--- src/rtl/uart_sync_fifo.sv ---
// ---------------------------------------------------------------------------
// uart_sync_fifo
//   Parametrised single-clock FIFO used on the UART TX/RX data paths, between
//   the APB register block and the shift logic.
//
//   Parameters:
//     WIDTH    - data word width (1..32)
//     DEPTH    - number of entries, power of two (4..4096)
//     AF_RESET - reset value of the almost-full threshold register
//     AE_RESET - reset value of the almost-empty threshold register
//     AW       - derived address width, log2(DEPTH)
//
//   Ports:
//     CLK, RESET_N         clock (rising edge) / async active-low reset
//     SCLR                 synchronous flush (thresholds are kept)
//     WE, DI               write request and data
//     RE, DO, DO_VALID     read request, registered data, one-cycle valid
//     LVL_WR               load AF_LEVEL / AE_LEVEL into threshold registers
//     AF_LEVEL, AE_LEVEL   almost-full / almost-empty thresholds
//     COUNT                occupancy, 0..DEPTH
//     FULL, EMPTY, AFULL, AEMPTY   registered status flags
//     OVERFLOW, UNDERFLOW  rejected write / rejected read indications
//     CLR_ERR              clears sticky error flags
//
//   Build option: define UART_FIFO_STICKY_ERR_EN to make OVERFLOW/UNDERFLOW
//   sticky until CLR_ERR, SCLR or reset. Without it they are one-cycle pulses
//   and CLR_ERR has no effect.
// ---------------------------------------------------------------------------
module uart_sync_fifo #(
  parameter int WIDTH    = 8,
  parameter int DEPTH    = 256,
  parameter int AF_RESET = DEPTH - 1,
  parameter int AE_RESET = 1,
  localparam int AW      = $clog2(DEPTH)
) (
  input  logic             CLK,
  input  logic             RESET_N,
  input  logic             SCLR,
  input  logic             WE,
  input  logic [WIDTH-1:0] DI,
  input  logic             RE,
  output logic [WIDTH-1:0] DO,
  output logic             DO_VALID,
  input  logic             LVL_WR,
  input  logic [AW:0]      AF_LEVEL,
  input  logic [AW:0]      AE_LEVEL,
  output logic [AW:0]      COUNT,
  output logic             FULL,
  output logic             EMPTY,
  output logic             AFULL,
  output logic             AEMPTY,
  output logic             OVERFLOW,
  output logic             UNDERFLOW,
  input  logic             CLR_ERR
);

  localparam logic [AW:0] DEPTH_V    = (AW+1)'(DEPTH);
  localparam logic [AW:0] AF_RESET_V = (AW+1)'(AF_RESET);
  localparam logic [AW:0] AE_RESET_V = (AW+1)'(AE_RESET);

  logic [WIDTH-1:0] r_mem [DEPTH];
  logic [AW-1:0]    r_wr_ptr;
  logic [AW-1:0]    r_rd_ptr;
  logic [AW:0]      r_count;
  logic [AW:0]      r_af_lvl;
  logic [AW:0]      r_ae_lvl;
  logic [WIDTH-1:0] r_do;
  logic             r_do_valid;
  logic             r_full;
  logic             r_empty;
  logic             r_afull;
  logic             r_aempty;
  logic             r_ovf;
  logic             r_udf;

  logic             w_rd_acc;
  logic             w_wr_acc;
  logic             w_wr_rej;
  logic             w_rd_rej;
  logic [AW:0]      w_count_next;

  // A full FIFO can still take a write when a read frees a slot on the same
  // edge; an empty FIFO never forwards the incoming word to DO.
  assign w_rd_acc = RE & ~r_empty;
  assign w_wr_acc = WE & (~r_full | w_rd_acc);
  assign w_wr_rej = WE & ~w_wr_acc;
  assign w_rd_rej = RE & ~w_rd_acc;

  always_comb begin
    w_count_next = r_count;
    if (SCLR) begin
      w_count_next = '0;
    end else if (w_wr_acc && !w_rd_acc) begin
      w_count_next = r_count + 1'b1;
    end else if (w_rd_acc && !w_wr_acc) begin
      w_count_next = r_count - 1'b1;
    end
  end

  // Storage has no reset so it can map onto block RAM.
  always_ff @(posedge CLK) begin
    if (w_wr_acc && !SCLR) begin
      r_mem[r_wr_ptr] <= DI;
    end
  end

  always_ff @(posedge CLK or negedge RESET_N) begin
    if (!RESET_N) begin
      r_wr_ptr   <= '0;
      r_rd_ptr   <= '0;
      r_count    <= '0;
      r_af_lvl   <= AF_RESET_V;
      r_ae_lvl   <= AE_RESET_V;
      r_do       <= '0;
      r_do_valid <= 1'b0;
      r_full     <= 1'b0;
      r_empty    <= 1'b1;
      r_afull    <= 1'b0;
      r_aempty   <= 1'b1;
    end else begin
      // Flags use the count being loaded on this edge and the thresholds
      // held before it, so a new threshold takes effect one edge later.
      r_count  <= w_count_next;
      r_full   <= (w_count_next == DEPTH_V);
      r_empty  <= (w_count_next == '0);
      r_afull  <= (w_count_next >= r_af_lvl);
      r_aempty <= (w_count_next <= r_ae_lvl);
      if (LVL_WR) begin
        r_af_lvl <= AF_LEVEL;
        r_ae_lvl <= AE_LEVEL;
      end
      if (SCLR) begin
        r_wr_ptr   <= '0;
        r_rd_ptr   <= '0;
        r_do       <= '0;
        r_do_valid <= 1'b0;
      end else begin
        if (w_wr_acc) begin
          r_wr_ptr <= r_wr_ptr + 1'b1;
        end
        if (w_rd_acc) begin
          r_rd_ptr <= r_rd_ptr + 1'b1;
          r_do     <= r_mem[r_rd_ptr];
        end
        r_do_valid <= w_rd_acc;
      end
    end
  end

`ifdef UART_FIFO_STICKY_ERR_EN
  // Sticky errors: a new error in the same cycle as CLR_ERR keeps the flag set.
  always_ff @(posedge CLK or negedge RESET_N) begin
    if (!RESET_N) begin
      r_ovf <= 1'b0;
      r_udf <= 1'b0;
    end else if (SCLR) begin
      r_ovf <= 1'b0;
      r_udf <= 1'b0;
    end else begin
      if (w_wr_rej) begin
        r_ovf <= 1'b1;
      end else if (CLR_ERR) begin
        r_ovf <= 1'b0;
      end
      if (w_rd_rej) begin
        r_udf <= 1'b1;
      end else if (CLR_ERR) begin
        r_udf <= 1'b0;
      end
    end
  end
`else
  // Pulse errors; CLR_ERR has nothing to clear in this build.
  logic w_unused_clr_err;
  assign w_unused_clr_err = CLR_ERR;

  always_ff @(posedge CLK or negedge RESET_N) begin
    if (!RESET_N) begin
      r_ovf <= 1'b0;
      r_udf <= 1'b0;
    end else begin
      r_ovf <= w_wr_rej & ~SCLR;
      r_udf <= w_rd_rej & ~SCLR;
    end
  end
`endif

  assign DO        = r_do;
  assign DO_VALID  = r_do_valid;
  assign COUNT     = r_count;
  assign FULL      = r_full;
  assign EMPTY     = r_empty;
  assign AFULL     = r_afull;
  assign AEMPTY    = r_aempty;
  assign OVERFLOW  = r_ovf;
  assign UNDERFLOW = r_udf;

endmodule

--- config.mk ---
export PLATFORM = sky130hd
export DESIGN_NAME = uart_sync_fifo
export DESIGN_NICKNAME = d
export VERILOG_FILES = /design/src/rtl/uart_sync_fifo.sv
export SDC_FILE = /design/constraint.sdc
export NUM_CORES = 2
export LEC_CHECK = 0
export BUFFER_PORTS_ARGS = -buffer_cell sky130_fd_sc_hd__buf_2
export CORE_UTILIZATION = 60
export CTS_CLUSTER_DIAMETER = 50
export DETAILED_ROUTE_END_ITERATION = 10
export PLACE_DENSITY = 0.8
export SYNTH_ARGS = -nofsm -noshare
export SYNTH_HDL_FRONTEND = slang
export SYNTH_SLANG_ARGS = --single-unit
--- constraint.sdc ---
create_clock -name CLK -period 4 [get_ports CLK]
set_clock_uncertainty 0.1 [all_clocks]
set_input_delay 1 -clock CLK [delete_from_list [all_inputs] [get_ports CLK]]
set_output_delay 1 -clock CLK [all_outputs]
set_load 0.02 [all_outputs]
After elaboration in Yosys (flattened, before gate mapping)
Memory sizes are Yosys's and may differ from the RTL's.
Index checks and enable logic that the tools add are counted.

word-level totals
  register bits = 58
  bits in writable memories = 2048
  logic and storage cells = 54
  memories kept = 1

operators by class
  $add $sub $neg = 4
  magnitude comparators = 2
  equality and inequality tests = 1
  muxes and demuxes = 12
  bitwise logic cells = 12
  reduce and logical (&&, ||, !) cells = 9

memory list
  name   words  width  rd ports  clocked after memory_dff  wr ports  line  text
  r_mem  256    8      1         0                         1         61    logic [WIDTH-1:0] r_mem [DEPTH];

operators by type and width
  operator               number
  $mux W8                6
  $mux W9                3
  $add A8 B1 Y8 const B  2
  $add A9 B1 Y9 const B  1
  $eq A9 B9 Y1 const B   1
  $ge A9 B9 Y1           1
  $le A9 B9 Y1           1
  $logic_not A9 Y1       1
  $sub A9 B1 Y9 const B  1
  $and A1 B1 Y1          6
  $not A1 Y1             5
  $reduce_bool A2 Y1     2
  $logic_and A1 B1 Y1    3
  $logic_not A1 Y1       3
  $mux W1                3
  $or A1 B1 Y1           1

Logic depth before layout (Yosys ltp)
  word-level depth = 10
  gate-level depth with buffers = 15
  mapped depth without buffers = 14

Worst setup path after synthesis
OpenSTA, ideal clock, no wires.

  kind = input -> register
  start point = input port RE
  end point = register r_aempty, in the netlist AEMPTY
  library setup time = 0.061 ns
  arrival time = 3.211 ns
  data required time = 3.839 ns
  setup slack = 0.628 ns
  stages on the path = 13
  cells stage by stage = nand2b_1 -> clkbuf_1 -> o21ai_0 -> a311oi_1 -> ha_1 -> nor2b_1 -> o21a_1 -> o21a_1 -> o21a_1 -> o21ai_0 -> nand2b_1 -> a21oi_1 -> o31a_1

on the way
  word-level cells in the longest chain between the ends = 9
  elaborated cells on any way between the ends = 11
  those cells by class = order compare: 1; mux: 3; bitwise: 3; reduce/logical: 4

RTL lines
  element               line  text
  start, declared       41    input logic RE,
  $and A1 B1 Y1 (*)     84    assign w_rd_acc = RE & ~r_empty;
  $or A1 B1 Y1          85    assign w_wr_acc = WE & (~r_full | w_rd_acc);
  $and A1 B1 Y1         85
  $logic_not A1 Y1      95    end else if (w_rd_acc && !w_wr_acc) begin
  $logic_and A1 B1 Y1   95
  $mux W9               95
  $mux W9 (*)           93    end else if (w_wr_acc && !w_rd_acc) begin
  $mux W9 (*)           91    if (SCLR) begin
  net w_count_next[1]   80    logic [AW:0] w_count_next;
  $le A9 B9 Y1 (*)      127   r_aempty <= (w_count_next <= r_ae_lvl);
  end signal, assigned  127
  end, declared         72    logic r_aempty;

The timed path passes the listed nets; every way through them passes the cells marked *.
A chain may end at the register's enable or synchronous reset.

Final worst setup path
  start point = register r_rd_ptr[1]
  end point = register r_do[0], in the netlist DO[0]

on the way
  word-level cells in the longest chain between the ends = 3

RTL lines
  element                 line  text
  start, declared         63    logic [AW-1:0] r_rd_ptr;
  start signal, assigned  142   r_rd_ptr <= r_rd_ptr + 1'b1;
  $mem_v2 Z256 W8         -
  $mux W8                 141   if (w_rd_acc) begin
  $mux W8                 132   if (SCLR) begin
  end signal, assigned    143   r_do <= r_mem[r_rd_ptr];
  end, declared           67    logic [WIDTH-1:0] r_do;

Every way passes these cells. The select of a mux whose other input is x is not followed.

==> results.sh <==
export IMPL_die_area_sq_um=139000
export IMPL_num_vias=45326
export IMPL_grt_pass1_vias=45651
export IMPL_cts_setup_buffers=0
export IMPL_worst_slack_ns=-0.0204
export IMPL_overflow=0
export IMPL_rows=135
export IMPL_synth_warnings=0
export IMPL_power_leakage_nw=30.2
export IMPL_vdd_ir_drop_max_v=0.000546
export IMPL_combPwrFrac_pct=13.4
export IMPL_hold_path_class="input port to asynchronous set/reset pin"
export IMPL_slowest_stage="or4_1"
export IMPL_crit_path_end_kind="register"
export IMPL_drtIter0Drc=6936
export IMPL_cts_tree="done"
export IMPL_synthArstFlopShare_pct=2.75
export IMPL_layout_drive_gt1_share_pct=28.7
export IMPL_endpoint="DO[0]"
export IMPL_grt_setup_unrepaired="no"
export IMPL_timing_hold_ws_ns=0.0986
export IMPL_final_setup_viol_count=1
export IMPL_h_tree_depth=4
export IMPL_seqPwrFrac_pct=48.6
export IMPL_drc=0
export IMPL_finalCriticalPeriod_ns=4.02
export IMPL_cts_buffers=198
export IMPL_die_y_microns=373
export IMPL_ctsHoldBuffers=0
export IMPL_worstSetupStartpointType="register"
export IMPL_cp_required_ns=4.60
export IMPL_path_clk_slew_ns=0.07
export IMPL_fin_setup_tns_ns=-0.0204
export IMPL_first_pass_iters=7
export IMPL_switching_share_pct=23.7
export IMPL_cts_root_buf="clkbuf_16"
export IMPL_antenna_found_initial=8
export IMPL_p_int_mw=38.3
export IMPL_ys_ff_latch=2106
export IMPL_critical_path_max_fanout=12
export IMPL_post_place_ws_ns=0.0782
export IMPL_wl_per_cell_microns=34.3
export IMPL_ios=57
export IMPL_ant_nets=0
export IMPL_syn_avg_cell_area_sq_um=20.6
export IMPL_synthFlopType="edfxtp_1"
export IMPL_placed_area_sq_um=87800
export IMPL_yosysSeqAreaShare_pct=76.3
export IMPL_grt_pass1_wl_microns=317000
export IMPL_place_congestion=0.913
export IMPL_r2r_setup_slack_ns=-0.02
export IMPL_start_util_pct=60.7
export IMPL_final_nets=4560
export IMPL_ys_types=76
export IMPL_status="finished, violations left"
export IMPL_r2r_cells=10
export IMPL_fin_area_sq_um=94300
export IMPL_arrival_ns=4.62
export IMPL_violations="setup timing"
export IMPL_wl_microns=221000
export IMPL_cts_sinks=2106
export IMPL_path_depth=10
export IMPL_clk_latency_ns=0.85
export IMPL_path_cells="buf_4 -> buf_4 -> nor2_1 -> buf_4 -> a21oi_1 -> a21oi_1 -> o21ai_0 -> or4_1 -> o211ai_1 -> a21oi_1"
export IMPL_vias_per_cell=7.03
export IMPL_slew_headroom_pct=18.3
export IMPL_synth_edff_count=2048
export IMPL_io_buffers=55
export IMPL_cts_resized=0
export IMPL_p_clk_share_pct=37.9
export IMPL_area_growth_pct=14.3
export IMPL_pwr_density_cell_nw_per_um2=533
export IMPL_grtUsageTotal_pct=32.0
export IMPL_max_cap_violations=0
export IMPL_regToRegEndpoint="DO[0]"
export IMPL_hold_violations=0
export IMPL_path_delay_family="simple AND/OR/NAND/NOR gates"
export IMPL_critPathLaunch="r_rd_ptr[1]"
export IMPL_syn_cell_area_sq_um=82500
export IMPL_grt_max_degree=146
export IMPL_core_sq_um=136000
export IMPL_critPathBufInv=3
export IMPL_fin_crit_sh_pct=101
export IMPL_die_w_microns=373
export IMPL_power_switching_mw=11.9
export IMPL_drv_slew=0
export IMPL_syn_num_nets=4059
export IMPL_crit_type="register to register"
export IMPL_tightestPinTransition_ns=1.22
export IMPL_r2r_start="r_rd_ptr[1]"
export IMPL_postSynthCellCount=4001
export IMPL_cts_buffer_depth=3
export IMPL_dp_hpwl_microns=130000
export IMPL_fmax_mhz=249
export IMPL_max_stage_delay_ns=0.70
==> logic make-up after synthesis <==
family / count (synthesis) / synth area share (%)
flip-flops: 2106 / 76.3
multiplexers: 630 / 14.8
AND/OR/NAND/NOR: 537 / 2.80
AO/OA/AOI/OAI: 419 / 3.53
buffers and inverters: 264 / 2.00
adder cells (fa/ha/maj): 25 / 0.379
XOR/XNOR: 20 / 0.212
==> stage by stage <==
step,utilization [%],std cells,power (mW)
after floorplan,-,4001,29.6
after global placement,64.5,6083,31.3
after detailed placement,64.5,6083,31.5
after CTS,69.4,6447,50.3
after global routing,69.4,6447,51.4
final,69.4,6450,50.3
==> area by class of cell <==
class                   instances  area (sq um)
multi-input cells            1631         17900
diodes                          3          7.51
flip-flops and latches       2106         63000
inverters                      27           104
fillers                      7583         41600
repair buffers                538          4510
clock inverters               128          1330
well taps                    1781          2230
clock buffers                 236          5250
==> how the worst min path moves through the flow <==
stage / slack [ns] / depth (start not counted) / end
final: 0.1 / 1 / DO[7]
after global routing: 0.10 / 1 / r_ae_lvl[2]
after CTS: 0.06 / 1 / r_ae_lvl[2]
after detailed placement: 0.40 / 2 / r_af_lvl[1]
after global placement: 0.40 / 2 / r_af_lvl[1]
after floorplan: 0.38 / 2 / r_af_lvl[1]
==> power by group through the flow <==
stage | combinational, mW | clock (mW) | sequential [mW]
6_report | 6.75 | 19.1 | 24.4
3_3_place_gp | 6.44 | 0 | 24.9
4_1_cts | 6.73 | 19.1 | 24.4
2_1_floorplan | 4.73 | 0 | 24.9
5_1_grt | 7.06 | 19.9 | 24.4
3_5_place_dp | 6.58 | 0 | 24.9
==> synth_stat cells, types with 12 or more instances <==
| master | instances | area share, % |
|---|---|---|
| clkbuf_1 | 97 | 0.44 |
| buf_8 | 12 | 0.22 |
| dfrtp_1 | 47 | 1.4 |
| xnor2_1 | 15 | 0.16 |
| nor3_1 | 16 | 0.097 |
| buf_1 | 16 | 0.073 |
| nand2_1 | 86 | 0.39 |
| nor2_1 | 319 | 1.5 |
| mux2i_1 | 152 | 1.8 |
| buf_6 | 32 | 0.44 |
| a211oi_1 | 12 | 0.11 |
| a221oi_1 | 17 | 0.18 |
| nand3_1 | 32 | 0.19 |
| a22oi_1 | 87 | 0.79 |
| o21ai_0 | 42 | 0.25 |
| a21oi_1 | 99 | 0.60 |
| inv_1 | 24 | 0.11 |
| ha_1 | 25 | 0.38 |
| buf_2 | 56 | 0.34 |
| o22ai_1 | 41 | 0.31 |
| a22o_1 | 14 | 0.15 |
| edfxtp_1 | 2048 | 75 |
| o221ai_1 | 38 | 0.40 |
| buf_4 | 13 | 0.12 |
| mux4_2 | 457 | 12 |
| nor2b_1 | 19 | 0.14 |
==> layout by cell type, fill, tap and decap left out, types with 25 or more instances in the layout <==
cell and count:
dfrtp_1 43, o22ai_1 41, buf_12 43, nand3_1 32, ha_1 25, mux2i_1 152
edfxtp_1 2048, clkbuf_1 30, clkbuf_16 204, buf_4 440, nor2_1 315, a22oi_1 87
buf_2 47, a21oi_1 99, o221ai_1 38, o21ai_0 42, nand2_1 85, clkinv_2 38
clkinv_1 40, mux4_2 457
==> sequential cells by signal (all words and copies together) (netlist names) <==
| register | count |
|---|---|
| r_ae_lvl | 9 |
| OVERFLOW | 1 |
| r_af_lvl | 9 |
| AEMPTY | 1 |
| r_wr_ptr | 8 |
| UNDERFLOW | 1 |
| DO_VALID | 1 |
| FULL | 1 |
| AFULL | 1 |
| r_rd_ptr | 8 |
| DO | 8 |
| EMPTY | 1 |
| r_mem | 2048 |
| COUNT | 9 |
==> layer usage <==
| layer | wire length (microns) | GRT usage [%] | part of all wire [%] |
|---|---|---|---|
| met4 | 15400 | 18.9 | 7.0 |
| met5 | 96 | 0 | 0.043 |
| met1 | 74100 | 40.9 | 34 |
| met2 | 104000 | 49.4 | 47 |
| met3 | 27900 | 9.16 | 13 |
No activity file was read; power rests on OpenSTA's default activity.
